--- src/rtl/cordic_vectoring.sv ---
// ---------------------------------------------------------------------------
// cordic_vectoring
//
// Iterative CORDIC engine in vectoring mode. It converts a signed 13-bit
// (I, Q) sample pair into a phase (PM) and a magnitude (AM). The engine
// performs one micro-rotation per clock. A small state machine and an
// iteration counter sequence the work.
//
// Optional feature macro: CORDIC_GAIN_COMP_EN
//   defined   : an extra GAIN state scales X by ~0.607178. AM then
//               approximates |(I,Q)|. Latency is ITER+1 cycles.
//   undefined : AM is the raw CORDIC X, about 1.6468*|(I,Q)|, saturated.
//               Latency is ITER cycles.
//
// Parameters
//   ITER          number of micro-rotations, legal range 1..15
//
// Ports
//   CLK1          system clock, rising edge
//   RST           synchronous active-high reset
//   Cordic_Enable start strobe, sampled in IDLE and DONE
//   I, Q          signed two's complement input sample
//   PM            signed phase, pi/4096 per LSB
//   AM            unsigned saturating magnitude
//   Cordic_Ready  result-valid level, high while in DONE
// ---------------------------------------------------------------------------
module cordic_vectoring #(
  parameter int ITER = 12
) (
  input  logic        CLK1,
  input  logic        RST,
  input  logic        Cordic_Enable,
  input  logic [12:0] I,
  input  logic [12:0] Q,
  output logic [12:0] PM,
  output logic [12:0] AM,
  output logic        Cordic_Ready
);

  localparam logic [1:0] S_IDLE = 2'd0;
  localparam logic [1:0] S_ROT  = 2'd1;
`ifdef CORDIC_GAIN_COMP_EN
  localparam logic [1:0] S_GAIN = 2'd2;
`endif
  localparam logic [1:0] S_DONE = 2'd3;

  localparam logic [3:0] K_LAST = 4'(ITER - 1);

  logic [1:0]         state;
  logic [3:0]         k;
  logic signed [15:0] x;
  logic signed [15:0] y;
  logic signed [16:0] z;

  logic signed [15:0] i_ext;
  logic signed [15:0] q_ext;
  logic signed [15:0] x_pre;
  logic signed [15:0] y_pre;
  logic signed [16:0] z_pre;

  logic signed [15:0] x_shift;
  logic signed [15:0] y_shift;
  logic signed [16:0] atan_k;
  logic signed [15:0] x_next;
  logic signed [15:0] y_next;
  logic signed [16:0] z_next;

  // Arctangent table. Z uses 2^15 = pi, so entry k is
  // round(atan(2^-k) * 2^15 / pi).
  function automatic logic signed [16:0] atan_lut(input logic [3:0] idx);
    logic signed [16:0] v;
    case (idx)
      4'd0:    v = 17'sd8192;
      4'd1:    v = 17'sd4836;
      4'd2:    v = 17'sd2555;
      4'd3:    v = 17'sd1297;
      4'd4:    v = 17'sd651;
      4'd5:    v = 17'sd326;
      4'd6:    v = 17'sd163;
      4'd7:    v = 17'sd81;
      4'd8:    v = 17'sd41;
      4'd9:    v = 17'sd20;
      4'd10:   v = 17'sd10;
      4'd11:   v = 17'sd5;
      4'd12:   v = 17'sd3;
      4'd13:   v = 17'sd1;
      4'd14:   v = 17'sd1;
      default: v = 17'sd0;
    endcase
    return v;
  endfunction

  // Z carries 3 fractional bits beyond the PM scale. A result of exactly +pi
  // truncates to -4096, which is the same angle.
  function automatic logic [12:0] phase_of(input logic signed [16:0] zv);
    return 13'((zv + 17'sd4) >>> 3);
  endfunction

  // Clamp to the unsigned 13-bit output range.
  function automatic logic [12:0] sat_mag(input logic signed [29:0] v);
    logic [12:0] r;
    if (v < 30'sd0) begin
      r = 13'd0;
    end else if (v > 30'sd8191) begin
      r = 13'd8191;
    end else begin
      r = 13'(v);
    end
    return r;
  endfunction

  assign i_ext = 16'(signed'(I));
  assign q_ext = 16'(signed'(Q));

  // Rotate left-half-plane inputs by pi so the iterations always start with
  // X >= 0. The sign of Q chooses +pi or -pi, which keeps the final phase
  // inside the output range. The 16-bit width lets I = -4096 negate exactly.
  always_comb begin
    x_pre = i_ext;
    y_pre = q_ext;
    z_pre = 17'sd0;
    if (I[12]) begin
      x_pre = -i_ext;
      y_pre = -q_ext;
      z_pre = Q[12] ? -17'sd32768 : 17'sd32768;
    end
  end

  // One micro-rotation. The step rotates toward Y = 0, and the angle moved
  // is accumulated in Z.
  always_comb begin
    x_shift = x >>> k;
    y_shift = y >>> k;
    atan_k  = atan_lut(k);
    if (y[15]) begin
      x_next = x - y_shift;
      y_next = y + x_shift;
      z_next = z - atan_k;
    end else begin
      x_next = x + y_shift;
      y_next = y - x_shift;
      z_next = z + atan_k;
    end
  end

`ifdef CORDIC_GAIN_COMP_EN
  logic signed [29:0] x_wide;
  logic signed [29:0] gain_acc;
  logic [12:0]        am_gain;

  // X * 2487 / 4096 (~0.607178) as shift-adds:
  // X/2 + X/8 - X/64 - X/512 - X/4096.
  // A single round-half-up happens before the final shift.
  always_comb begin
    x_wide   = 30'(x);
    gain_acc = (x_wide <<< 11) + (x_wide <<< 9) - (x_wide <<< 6)
             - (x_wide <<< 3) - x_wide + 30'sd2048;
    am_gain  = sat_mag(gain_acc >>> 12);
  end
`endif

  // Sequencer and datapath registers. In the uncompensated build the
  // outputs are written on the same edge as the last micro-rotation,
  // from that rotation's combinational result.
  always_ff @(posedge CLK1) begin
    if (RST) begin
      state <= S_IDLE;
      k     <= 4'd0;
      x     <= 16'sd0;
      y     <= 16'sd0;
      z     <= 17'sd0;
      PM    <= 13'd0;
      AM    <= 13'd0;
    end else begin
      case (state)
        S_IDLE, S_DONE: begin
          if (Cordic_Enable) begin
            x     <= x_pre;
            y     <= y_pre;
            z     <= z_pre;
            k     <= 4'd0;
            state <= S_ROT;
          end
        end
        S_ROT: begin
          x <= x_next;
          y <= y_next;
          z <= z_next;
          k <= k + 4'd1;
          if (k == K_LAST) begin
`ifdef CORDIC_GAIN_COMP_EN
            state <= S_GAIN;
`else
            PM    <= phase_of(z_next);
            AM    <= sat_mag(30'(x_next));
            state <= S_DONE;
`endif
          end
        end
`ifdef CORDIC_GAIN_COMP_EN
        S_GAIN: begin
          PM    <= phase_of(z);
          AM    <= am_gain;
          state <= S_DONE;
        end
`endif
        default: state <= S_IDLE;
      endcase
    end
  end

  // The upstream FSM polls this level. It drops on the edge that restarts.
  assign Cordic_Ready = (state == S_DONE);

endmodule
--- config.mk ---
export PLATFORM = sky130hd
export DESIGN_NAME = cordic_vectoring
export DESIGN_NICKNAME = d
export VERILOG_FILES = /design/src/rtl/cordic_vectoring.sv
export SDC_FILE = /design/constraint.sdc
export NUM_CORES = 1
export LEC_CHECK = 0
export ABC_AREA = 1
export CAP_MARGIN = 10
export CELL_PAD_IN_SITES_DETAIL_PLACEMENT = 0
export CELL_PAD_IN_SITES_GLOBAL_PLACEMENT = 1
export CORE_AREA = 2 2 149 151
export DETAILED_ROUTE_END_ITERATION = 16
export DIE_AREA = 0 0 151 153
export HOLD_SLACK_MARGIN = 0.06
export PLACE_DENSITY_LB_ADDON = 0.1
export SYNTH_ARGS = -nofsm -noshare
export SYNTH_HDL_FRONTEND = slang
export SYNTH_SLANG_ARGS = --single-unit
export TNS_END_PERCENT = 1
--- constraint.sdc ---
create_clock -name CLK1 -period 5.2 [get_ports CLK1]
set_clock_uncertainty 0.1 [all_clocks]
set_input_delay 0.52 -clock CLK1 [delete_from_list [all_inputs] [get_ports CLK1]]
set_output_delay 0.52 -clock CLK1 [all_outputs]
set_load 0.005 [all_outputs]
Yosys cells after proc, flatten, opt, wreduce, memory -nomap -nowiden
Memory sizes are Yosys's and may differ from the RTL's. A register that Yosys moved wholly into a read port is not among the register bits.
Cells that the tools add are included.
{"block": "classes", "n_addsub": 10, "magnitude_cmp": 2, "n_eq_ne": 5, "shift": 2, "mux": 22, "reduce_logical": 6}
{"cell": "2-to-1 mux 16 bit", "count": 6}
{"cell": "2-to-1 mux 17 bit", "count": 4}
{"cell": "one-hot mux 16 bit (2 select lines)", "count": 2}
{"cell": "one-hot mux 17 bit (2 select lines)", "count": 1}
{"cell": "adder 16 bit", "count": 2}
{"cell": "negation 13 -> 16 bit", "count": 2}
{"cell": ">>> shifter 16 x 4 -> 16 bit", "count": 2}
{"cell": "subtractor 16 bit", "count": 2}
{"cell": "2-to-1 mux 13 bit", "count": 2}
{"cell": "adder 17 bit", "count": 1}
{"cell": "subtractor 17 bit", "count": 1}
{"cell": "adder 16 x 4 -> 16 bit (second input constant)", "count": 1}
{"cell": "greater-than comparator 16 x 14 -> 1 bit (second input constant)", "count": 1}
{"cell": "less-than comparator 16 x 1 -> 1 bit (second input constant)", "count": 1}
{"cell": "2-to-1 mux 4 bit", "count": 3}
{"cell": "one-hot mux 4 bit (2 select lines)", "count": 1}
{"cell": "AND reduction 2 bit", "count": 3}
{"cell": "adder 4 x 1 -> 4 bit (second input constant)", "count": 1}
{"cell": "equality test 4 bit (second input constant)", "count": 1}
{"cell": "2-to-1 mux 2 bit", "count": 2}
{"cell": "!= test 2 bit (second input constant)", "count": 2}
{"cell": "one-hot mux 2 bit (2 select lines)", "count": 1}
{"cell": "equality test 2 x 1 -> 1 bit (second input constant)", "count": 1}
{"cell": "equality test 2 bit (second input constant)", "count": 1}
{"cell": "other kinds (3)", "count": 3}
{"block": "word_totals", "register_bits": 81, "mem_bits_ro": 224, "inputBits": 29, "output_inout_bits": 27, "elab_cells": 55, "mem_count": 1}
{"name": "(no name shown)", "depth": 16, "word_bits": 14, "rd": 1, "rd_ports_with_merged_regs": 1, "write_ports": 0, "line": "72", "source": "case (idx)"}

Longest topological paths before layout
Gate-level depths: netlist of the first run.
{"block": "depth", "word_depth": 6, "mapped_depth": 30, "mapped_depth_nobuf": 28}

Least setup slack after synthesis of the first run
OpenSTA, ideal clock, no wires.
{"block": "synth_path", "kind": "register -> register", "from": "register k[0]", "to": "register AM[6]", "setup_ns": 0.140, "t_arrival_ns": 3.620, "required_time_ns": 4.960, "slack_ns": 1.341, "stages_incl_launch_ff": 25, "path_buffers": 2, "period_less_slack_ns": 3.859, "path_cell_list": "dfxtp_1 inv_2 buf_6 nand2_1 nand3_1 nand3_1 nand2_1 nand2_1 nand2_2 ha_1 or2_2 o21ai_0 inv_1 fa_1 o21ai_0 a21oi_1 o21ai_0 nand4_1 nand2_1 nand2_1 nand2_1 nand2_1 buf_4 o211ai_1 a21oi_1"}
{"block": "synth_via", "elab_chain_cells": 6, "word_cells_on_any_way": 10, "cone_classes": "2 x add/sub; 2 x order compare; 1 x eq/ne; 1 x shift; 3 x mux; 1 x reduce/logical"}
{"element": "start, declared", "line": "50", "source": "logic [3:0] k;"}
{"element": "start signal, assigned", "line": "189", "source": "k <= k + 4'd1;"}
{"element": ">>> shifter 16 x 4 -> 16 bit", "line": "133", "source": "y_shift = y >>> k;"}
{"element": "adder 16 bit / subtractor 16 bit (equally long branches)", "line": "140, 136"}
{"element": "2-to-1 mux 16 bit", "line": "135", "source": "if (y[15]) begin"}
{"element": "greater-than comparator 16 x 14 -> 1 bit", "line": "104", "source": "end else if (v > 30'sd8191) begin"}
{"element": "2-to-1 mux 13 bit", "line": "104"}
{"element": "2-to-1 mux 13 bit", "line": "102", "source": "if (v < 30'sd0) begin"}
{"element": "end signal, assigned", "line": "195", "source": "AM <= sat_mag(30'(x_next));"}
{"element": "end, declared", "line": "36", "source": "output logic [12:0] AM,"}
Parallel ways exist; a longest one is shown, timed or not.
A chain may end at the register's enable or synchronous reset.

Final worst setup path of the first run
{"block": "layout_path", "from": "register k[0]", "to": "register AM[5]"}
Same word-level chain as after synthesis.

==> metrics.csv, run 1 <==
metric,value,unit
die_h,153,um
grt_pass1_wl,46700,um
insertion_delay,0.36,ns
die_area,0.0231,mm2
clockBufferDepth,2,
yosysUniqueCellTypes,51,
worstPathMaxFanout,42,
reg2reg_to,AM[5],
crit_path_start_kind,flop,
r2r_cells,23,
irDropWorstVdd,0.216,mV
drv_slew,0,
fmax,216,MHz
postRouteWirelength,28700,um
drc,0,
wire_per_inst,16.1,um
syn_area,0.00911,mm2
cpPeakStageDelay,0.43,ns
postPlaceCellArea,0.00987,mm2
p_per_area,430,mW/mm2
max_cap_viol_count,0,
power.switching,2.29,mW
drive_gt1_share,5.85,%
fin_crit,4.64,ns
post_synth.cell_area_avg,6.18,um2
syn_nets,1567,
io_pins,56,
post-cts-setup-buffers,0,
ant_nets,0,
report.final.hold_viol_count,0,
yosysTopAreaCell,dfxtp_1,
antenna_found_initial,0,
globalRoute.busiestLayer,met1,
cts.sinks,94,
place_congestion,0.885,
path_cells,buf_4 -> nand2_1 -> nand3_1 -> nand2_1 -> nand2_1 -> nand2_1 -> nand2_1 -> nand2_2 -> ha_1 -> or2_2 -> o21ai_0 -> inv_1 -> fa_1 -> o21ai_1 -> a21oi_1 -> o21ai_0 -> nand4_1 -> nand2_1 -> nand2_1 -> nand2_1 -> nand2_1 -> o211ai_1 -> a21oi_1,
clkPwrFrac,16.4,%
dp_hpwl,21900,um
core,0.0215,mm2
syn_to_final_growth,11.8,%
clkTransAtPathRegs,0.07,ns
die_x,151,um
worstMarginPinSlew,0.948,ns
cpMostUsedCell,nand2_1,
grt_overflow,0,
viasPerCell,5.42,
mostFrequentLayoutCells,"nand2_1 (390), inv_1 (169), nand3_1 (149)",
seq_area_frac_synth,20.6,%
leakage,4.84,nW
ys_ff_latch,94,
grt_util_met3,2.57,%
synth_top_flop_cell,dfxtp_1,
grtUsageTotal,25.3,%
post-route-period-util,89.2,%
power.internal,2.10,mW
met1_usage,39.0,%
slew_headroom,36.6,%
seqPwrFrac,20.1,%
cts_max_level,3,
cts-buffers-inserted,9,
setup_violations,0,
endpoint,AM[5],
first_pass_iters,6,
layout.nets,1593,
num_vias,9678,
grt_pass1_vias,8893,
synth.top_cells.by_area,"dfxtp_1 (21%), nand2_1 (16%), ha_1 (8.4%), nand3_1 (8.2%), inv_1 (7.0%)",
path_buf_inv,2,
setup_slack,0.562,ns
worstPathArrival,4.76,ns
setup.worst_path.start,k[0],
finalSetupTns,0,ns
ys_warn_count,0,
hp-class,reg -> reg,
synth_edf_count,0,
tritoncts,done,
port_buffers,55,
cts-root-buf,clkbuf_16,
grtUsageMet2,37.9,%
required,5.33,ns
place_ws,0.425,ns
slowest_stage,fa_1,
combinationalPowerShare,63.4,%
cp.depth,23,
p_sw_share,52.2,%
rows,54,
grt_max_degree,43,
r2r-start,k[0],
power,4.39,mW
finalInstanceArea,0.0102,mm2
cts_hold_buf,0,
initial_utilization,42.4,%
ys_async_sr_fraction,0,%
synth_top_area_share,20.6,%
cp-end-kind,flop,
layout_commonest_cell,nand2_1,
rsz0062_at_grt,false,
r2r_setup_slack,0.56,ns
drtIter0Drc,718,
critical_path_class,reg -> reg,
num_antenna_cells,0,
critPathTopFamily,simple AND/OR/NAND/NOR gates,
outcome,completed,
utilization,47.4,%
synthCells,1474,
fill_cells,2395,
## kinds of logic after synthesis
kind of cell,after synthesis,synth area share [%]
adder cells (fa/ha/maj),64,9.03
flip-flops,94,20.6
AND/OR/NAND/NOR,688,32.5
buffers and inverters,239,10.7
XOR/XNOR,62,5.96
AO/OA/AOI/OAI,327,21.2
## how the worst min path moves through the flow
stage          startpoint     to  slack [ns]  depth (start not counted)
2_1_floorplan       z[10]  z[10]        0.35                          2
3_3_place_gp        z[11]  z[11]        0.36                          2
3_5_place_dp        z[14]  z[14]        0.36                          2
4_1_cts              z[8]   z[8]        0.38                          2
5_1_grt              z[8]   z[8]        0.39                          2
6_report            AM[4]  AM[4]        0.37                          2
## area by class of cell
class                      count  area (um2)  share of cell area (%)
timing repair buffer          78         718                    7.05
tap                          280         350                    3.44
inverter                     176         664                    6.52
multi-input combinational   1141        6270                    61.5
sequential                    94        1880                    18.5
clock inverter                 5        66.3                   0.651
clock buffer                  11         243                    2.38
## layer usage
metal  wire length (um)  vias to the layer above
met1              14900                     4473
met2              12300                      214
met3               1140                       19
met5                  0                        -
li1                   -                     4972
met4                326                        0
## state kept, by name, indices dropped and copies added, names as in the netlist
signal and count:
x 16, k 4, PM 13, AM 13, atan_k 14, state 2
y 16, z 16
## power by group through the flow
stage	clock, mW	sequential [mW]	combinational [mW]
after floorplan	0	0.855	2.10
final	0.721	0.883	2.78
after global placement	0	0.896	2.74
after detailed placement	0	0.896	2.73
after CTS	0.732	0.880	2.75
after global routing	0.761	0.891	3.16
## repair_timing
action | in CTS | in global routing
setup endpoints to repair | 0 | 13
gates resized for setup | 0 | 3
hold endpoints to repair | 0 | 0
## tightest hold or removal path: stages (launching register included)
cell and delay (ns):
dfxtp_1 0.31, nand2_1 0.06, a21oi_1 0.05
## synthesized netlist by cell type, types with 7 or more instances
cell type	number
o21bai_1	10
xnor2_1	19
inv_1	170
o21ai_0	97
buf_1	7
nor3_1	25
nand4_1	11
nand3b_1	10
o211ai_1	23
o211ai_2	9
nor2_1	79
xor2_1	43
o22ai_1	7
a21oi_2	9
nand3_1	149
a31oi_1	20
dfxtp_1	94
nand2_1	390
ha_1	61
o21ai_1	13
buf_2	19
a21oi_1	113
clkbuf_1	29
or2_2	7
## per-stage QoR
stage	std cells	hold WS (ns)
CTS	1785	0.376
global route	1785	0.391
floorplan	1474	0.350
global placement	1769	0.359
detailed placement	1769	0.365
finish	1785	0.371
Note: power is estimated with default switching activity, not from simulation.
==> inputs of run 2 (changes only) <==
CAP_MARGIN = 5   (was 10)
CTS_CLUSTER_DIAMETER = 80   (was default)
==> results of run 2 <==
Final layout, timing and power as in run 1 (identical DEF).
